==> src/rtl/operand_sequencer.sv <==
// Operand entry sequencer: debounces the "enter" key, latches x / y / op on
// successive presses and captures the arithmetic stage's result once per set.
module operand_sequencer #(
  parameter int unsigned DEBOUNCE_CYCLES = 16
) (
  input  logic       CLOCK_50,
  input  logic       KEY0,
  input  logic       KEY1,
  input  logic [3:0] SW,
  input  logic       SW9,
  input  logic       SW8,
  output logic [3:0] x,
  output logic [3:0] y,
  output logic [1:0] op,
  output logic       valid,
  input  logic [9:0] arithrslt,
  output logic [9:0] result,
  output logic       done,
  output logic [1:0] state
);

  localparam int unsigned CNT_W = (DEBOUNCE_CYCLES > 1) ? $clog2(DEBOUNCE_CYCLES) : 1;
  localparam logic [CNT_W-1:0] CNT_LAST = CNT_W'(DEBOUNCE_CYCLES - 1);

  typedef enum logic [1:0] {
    WAIT_X = 2'b00,
    WAIT_Y = 2'b01,
    READY  = 2'b10
  } state_t;

  logic             sync1;
  logic             sync2;
  logic             deb;
  logic             deb_q;
  logic [CNT_W-1:0] cnt;
  logic             press;
  logic [1:0]       state_q;

  // Key conditioning: 2-flop synchronizer, stability debounce, falling-edge pulse.
  always_ff @(posedge CLOCK_50) begin
    if (!KEY0) begin
      sync1 <= 1'b1;
      sync2 <= 1'b1;
      deb   <= 1'b1;
      deb_q <= 1'b1;
      cnt   <= '0;
      press <= 1'b0;
    end else begin
      sync1 <= KEY1;
      sync2 <= sync1;
      deb_q <= deb;
      press <= deb_q & ~deb;
      if (sync2 != deb) begin
        if (cnt == CNT_LAST) begin
          deb <= sync2;
          cnt <= '0;
        end else begin
          cnt <= cnt + CNT_W'(1);
        end
      end else begin
        cnt <= '0;
      end
    end
  end

  // Operand FSM and result capture; a press in READY pre-empts a pending capture.
  always_ff @(posedge CLOCK_50) begin
    if (!KEY0) begin
      state_q <= WAIT_X;
      x       <= '0;
      y       <= '0;
      op      <= '0;
      valid   <= 1'b0;
      result  <= '0;
      done    <= 1'b0;
    end else begin
      case (state_q)
        WAIT_X: begin
          if (press) begin
            x       <= SW;
            state_q <= WAIT_Y;
          end
        end
        WAIT_Y: begin
          if (press) begin
            y       <= SW;
            op      <= {SW9, SW8};
            valid   <= 1'b1;
            state_q <= READY;
          end
        end
        READY: begin
          if (press) begin
            x       <= SW;
            valid   <= 1'b0;
            done    <= 1'b0;
            state_q <= WAIT_Y;
          end
        end
        default: state_q <= WAIT_X;
      endcase

      if (valid && !done && !(press && state_q == READY)) begin
        result <= arithrslt;
        done   <= 1'b1;
      end
    end
  end

  assign state = state_q;

endmodule

==> config.mk <==
export PLATFORM = sky130hd
export DESIGN_NAME = operand_sequencer
export DESIGN_NICKNAME = d
export VERILOG_FILES = /design/src/rtl/operand_sequencer.sv
export SDC_FILE = /design/constraint.sdc
export NUM_CORES = 1
export LEC_CHECK = 0
export CORE_AREA = 2 2 67 69
export CTS_BUF_LIST = sky130_fd_sc_hd__clkbuf_16
export DETAILED_ROUTE_END_ITERATION = 10
export DIE_AREA = 0 0 69 71
export GPL_ROUTABILITY_DRIVEN = 0
export PLACE_DENSITY = 0.6
export SLEW_MARGIN = 20
export SYNTH_ARGS = -nofsm -noshare
export SYNTH_HDL_FRONTEND = slang
export SYNTH_SLANG_ARGS = --single-unit
==> constraint.sdc <==
create_clock -name CLOCK_50 -period 2.2 [get_ports CLOCK_50]
set_clock_uncertainty 0.05 [all_clocks]
set_input_delay 0.33 -clock CLOCK_50 [delete_from_list [all_inputs] [get_ports CLOCK_50]]
set_output_delay 0.33 -clock CLOCK_50 [all_outputs]
set_load 0.01 [all_outputs]
==> qor.txt <==
first-pass iteration count of the detailed router = 4
first-pass GRT wire length = 4480 microns
Placed Area = 0.00171 sq mm
Antenna Cells = 0
clk slew on worst S/H paths = 0.05 ns
Data arrival, critical path = 1.31 ns
Worst R2R Start = state[0]$_SDFFE_PN0P_
Async SR Flop Fraction = 0
RSZ-0062 raised after global routing = no
Die Area = 0.00490 sq mm
Setup Crit Path Kind = register to output port
pwr dens = 696 mW/mm^2
vias per cell = 4.44
Commonest cells post-synth = dfxtp_1 (33), nand2_1 (23), mux2i_1 (21)
post-route ant nets = 0
cts bufs inserted = 5
syn_area_per_cell = 10.2 sq um
Placement Rows = 24
Max FO, Critical Path = 8
Core Area = 0.00420 sq mm
final-report setup violation count = 0
WL/cell = 12.2 microns
initial antenna violation count = 0
crit share post-route = 0.769
Fmax = 591 MHz
Syn Inst Count = 123
worst reg2reg path depth = 3
Area contributors post-synth = dfxtp_1 (52%), mux2i_1 (17%), nand2_1 (6.9%)
# IOs = 43
setup TNS = 0 ns
CTS root buffer = clkbuf_16
Leak = 0.710 nW
final layout net count = 187
DP HPWL = 2000 microns
Initial Utilization = 0.300
r2r setup slk = 0.64 ns
GRT Resource Usage Total = 0.118
DRC viols = 0
worst path bufs/invs = 1
area delta synth->final = 46.4%
sequential area share after synthesis = 0.524
crit end category = output port
worst hold path depth = 1
worst-skew pair later-pin latency = 0.27 ns
share of the synthesized area in the top cell type = 0.524
slowest stage delay, CP = 0.59 ns
synthesized net count = 143
die height = 71 microns
Reg-to-Reg End = result[2]$_SDFFE_PN0P_
most frequent cell after synthesis = dfxtp_1
Crit path max-delay family = buffers and inverters
pin count of the biggest net entering global routing = 41
worst hold path endpoint = sync2$_SDFF_PN1_
hold-fix buffers at CTS = 0
IO buf count = 42
H-tree depth = 2
slowest library cell on the worst path = clkdlybuf4s50_1
Num Clock Sinks = 33
post-synth cell types = 24
CTS tree = yes
Crit. Startpoint = state[1]$_SDFFE_PN0P_
Req. time, crit path = 1.82 ns
vias in the first global route = 996
Final Hold Viols = 0
Post-CTS Setup Repair Bufs = 0
synthesized flop and latch total = 33
cell taking the most area after synthesis = dfxtp_1
number of max-cap violations = 0
layout cell share with drive strength beyond 1 = 0.0663
post-route cell area = 0.00184 sq mm
Worst Hold Launch = sync1$_SDFF_PN1_
Die X = 69 microns
Worst-Margin Slew = 0.739 ns
CP cell instances = clkdlybuf4s50_1
outcome = completed
gr ovfl total = 0
First DRT Iteration DRCs = 46
crit start category = register
Cell Area, Synth = 0.00126 sq mm
Main synth FF type = dfxtp_1
Max clock buf depth = 2
Hold WC Path Type = register to register
Max IR drop VDD = 0.459 mV
total detailed-routing wirelength = 2660 microns
final max-slew violation count = 0
Worst slew margin = 0.507
minimum clock period = 1.69 ns
number of gates resized after cts = 0
Post-synth EDFFs = 0
DR vias = 968
Ys Warns = 0
==> power by group <==
part | switching (W) | internal (W) | leakage [nW]
combinational | 0.0000193 | 0.0000362 | 0.379
clock | 0.000224 | 0.000402 | 0.0655
sequential | 0.000000940 | 0.000601 | 0.266
==> metrics by stage <==
step                      total power, W  setup slack (ns)  hold slack, ns  utilization  std cells
after global routing             0.00133             0.465           0.376        0.439        218
after floorplan                 0.000632             0.964           0.336            -        123
after CTS                        0.00130             0.504           0.355        0.439        218
final                            0.00128             0.509           0.353        0.439        218
after global placement          0.000668             0.709           0.342        0.408        212
after detailed placement        0.000670             0.618           0.344        0.408        212
==> cell usage in the layout, fill, tap and decap left out <==
cell	Yosys	final
dfxtp_1	33	33
nand2b_1	4	4
or3b_2	1	1
nand3_1	3	3
a21oi_2	1	1
clkinv_2	0	1
inv_1	2	2
o21ai_0	2	2
ha_1	1	1
xor2_1	3	3
a21boi_1	1	1
clkbuf_16	0	5
nor2b_1	11	11
o21a_1	1	1
nor2b_4	1	1
a21boi_0	1	1
nor2_1	4	4
buf_4	0	1
and3_1	1	1
nor3b_1	1	1
clkdlybuf4s50_1	0	42
nand2_1	23	23
nand3b_2	1	1
mux2i_1	21	21
a21oi_1	1	1
==> logic make-up after synthesis <==
family,Yosys count,synth area share
buf+inv,8,0.0367
flops,33,0.524
fa+ha+maj,1,0.00993
mux,21,0.167
xor+xnor,3,0.0209
simple gates,50,0.205
compound gates,7,0.0367
==> per-layer routing <==
layer,vias up,share of wire,global-route usage
li1,487,-,-
met1,451,0.41,0.120
met2,25,0.52,0.210
met3,5,0.046,0.0456
met4,0,0.021,0.0588
met5,-,0,0
==> flip-flops by register name (all words and copies together) (netlist names), 2 cells and up <==
name and cells:
state 2, op 2, x 4, y 4, result 10, cnt 4
==> how the worst max path moves through the flow <==
stage	to	slack, ns	cells after the start
final	state[1]	0.51	1
after global routing	state[1]	0.47	1
after CTS	state[0]	0.50	1
after detailed placement	result[0]$_SDFFE_PN0P_	0.62	3
after global placement	cnt[3]$_SDFF_PP0_	0.71	4
after floorplan	result[0]$_SDFFE_PN0P_	0.96	5
==> final cells by class <==
type / count / area [sq um]
Fill cell: 413 / 2360
Sequential cell: 33 / 661
Multi-Input combinational cell: 82 / 553
Timing Repair Buffer: 43 / 428
Clock buffer: 5 / 125
Tap cell: 52 / 65.1
Inverter: 2 / 7.51
Clock inverter: 1 / 5.00
Note: power is estimated with default switching activity, not from simulation.
==> edit, RTL diff (same settings) <==
The parameter `DEBOUNCE_CYCLES` goes from 16 to 32.
--- a/src/rtl/operand_sequencer.sv
+++ b/src/rtl/operand_sequencer.sv
@@ -3,3 +3,3 @@
 module operand_sequencer #(
-  parameter int unsigned DEBOUNCE_CYCLES = 16
+  parameter int unsigned DEBOUNCE_CYCLES = 32
 ) (
Formal check against the unedited RTL: same outputs for any inputs over 10 cycles, from zero or initial values; that may be too few to reach the edited logic, so the function may still have changed.
==> edit against the original RTL <==
- critical path depth unchanged
- final cell count increased by 2.8%
- register-to-register slack improved by 0.12 ns
- sequential power increased by 3%
- area after synthesis increased by 5.0%
- combinational power about the same
- worst setup slack improved by 0.040 ns
- via count increased by 2.1%
- sequential cell count increased by 1
- synthesized cell count increased by 3.3%
- final area increased by 2.9%
- routed wire length decreased by 5.5%
- power increased by 0.13%
- critical endpoint is now state[0]
- largest power group is now sequential cells
- highest routed layer unchanged
==> edit: results (changes against the original RTL) <==
status: "completed"
hpwl_um: 1942  # -2.9%
arrival_ns: 1.27  # -0.04 ns
ir_drop_v: 0.0004368  # -4.8%
grt_usage: 0.1105  # -0.007280
routedWlPerCell_um: 11.23  # -8.1%
ys_top_cells_by_area: "dfxtp_1 (51%), mux2i_1 (16%), nand2_1 (6.5%)"
critPathSlowestCell: "clkdlybuf4s50_1"
async_reset_ff_frac: 0  # unchanged
root_buffer: "clkbuf_16"
drt_iter0_drc: 25  # -46%
reg_top3: "result x10, cnt x5"
p_leak_uw: 0.0007652  # +7.7%
synthesis.yosys.warnings: 0  # unchanged
holdCritPathClass: "register to register"
grt_pass1_wl_um: 4326  # -3.4%
clk_pin_slew_ns: 0.05  # about the same
synth_cell_types: 24  # unchanged
route.detailed.vias_per_inst: 4.411  # -0.67%
postCtsSetupBuffers: 0  # unchanged
final_layout_size_suffix_gt1_frac: 0.05814  # -0.008126
p_sw_uw: 228.9  # -6.4%
grt_max_degree: 23  # -44%
portBuffers: 42  # unchanged
synth_nets: 148  # +3.5%
fillers: 427  # +3.4%
max_stage_delay_ns: 0.59  # about the same
seq_area_frac_synth: 0.5147  # -0.009666
cts_made_buffers: 5  # unchanged
dpl_cell_area_um2: 1769  # +3.2%
cts_buffer_depth: 2  # unchanged
nNetsFinal: 194  # +3.7%
antennaDiodeCount: 0  # unchanged
htree_num_levels: 2  # unchanged
cts_resized: 0  # unchanged
crit_path_max_fanout: 7  # -1
worstSkewPairLatency_ns: 0.26
tightest_slew_ns: 0.3015  # -0.4374 ns
synthTopCellsByCount: "dfxtp_1 (34), nand2_1 (23), mux2i_1 (21)"
antenna_found_initial: 0  # unchanged
first_pass_iters: 2  # -2
cp_top_family: "buffers and inverters"
slew_viol_final: 0  # unchanged
grt_pass1_vias: 985  # -1.1%
-- edit: final cells by class --
class,instances,area (um^2),share of cell area
well taps,52,65.06,0.03428
clock inverters,1,3.754,0.001978
flip-flops and latches,34,680.7,0.3586
multi-input cells,84,569.3,0.2999
clock buffers,5,125.1,0.06592
inverters,3,11.26,0.005933
repair buffers,45,442.9,0.2334
-- edit: metrics by stage --
step                      total power, uW  std cells  utilization  setup WS, ns
after floorplan                     655.7        127            -        0.8892
after global placement              687.5        218       0.4208        0.7906
after detailed placement            688.5        218       0.4208        0.7425
after CTS                            1309        224       0.4515        0.5495
after global routing                 1341        224       0.4515        0.4972
final                                1286        224       0.4515        0.5492
-- edit: worst paths after layout --
check                           cells past startpoint  slack (ns)        to      from
worst max-delay path                                1        0.55  state[0]  state[0]
worst min-delay path                                2        0.36     press     deb_q
worst max register to register                      5        0.76    cnt[3]    cnt[0]
worst min register to register                      2        0.36     press     deb_q
-- edit: logic make-up after synthesis --
kind of cell	share of synthesized area
AOI/OAI and AO/OA	0.02460
xor gates and xnor gates	0.01987
adders and majority gates	0.01892
buffers and inverters	0.05487
DFF	0.5147
muxes	0.1589
and+or+nand+nor	0.2081
-- edit: routing by layer --
layer / GRT usage / routed length (um) / up-vias
met1: 0.1271 / 1078 / 466
met2: 0.1923 / 1321 / 19
met3: 0.04131 / 106 / 2
met4: 0.03268 / 10 / 0
li1: - / - / 501
met5: 0 / 0 / -
-- edit: power groups by stage --
stage,clock (uW),combinational [uW],sequential [uW]
final,610,55.6,621
after detailed placement,0,56.0,633
after CTS,633,56.5,620
after global routing,660,61.1,619
after global placement,0,55.1,632
after floorplan,0,23.3,632
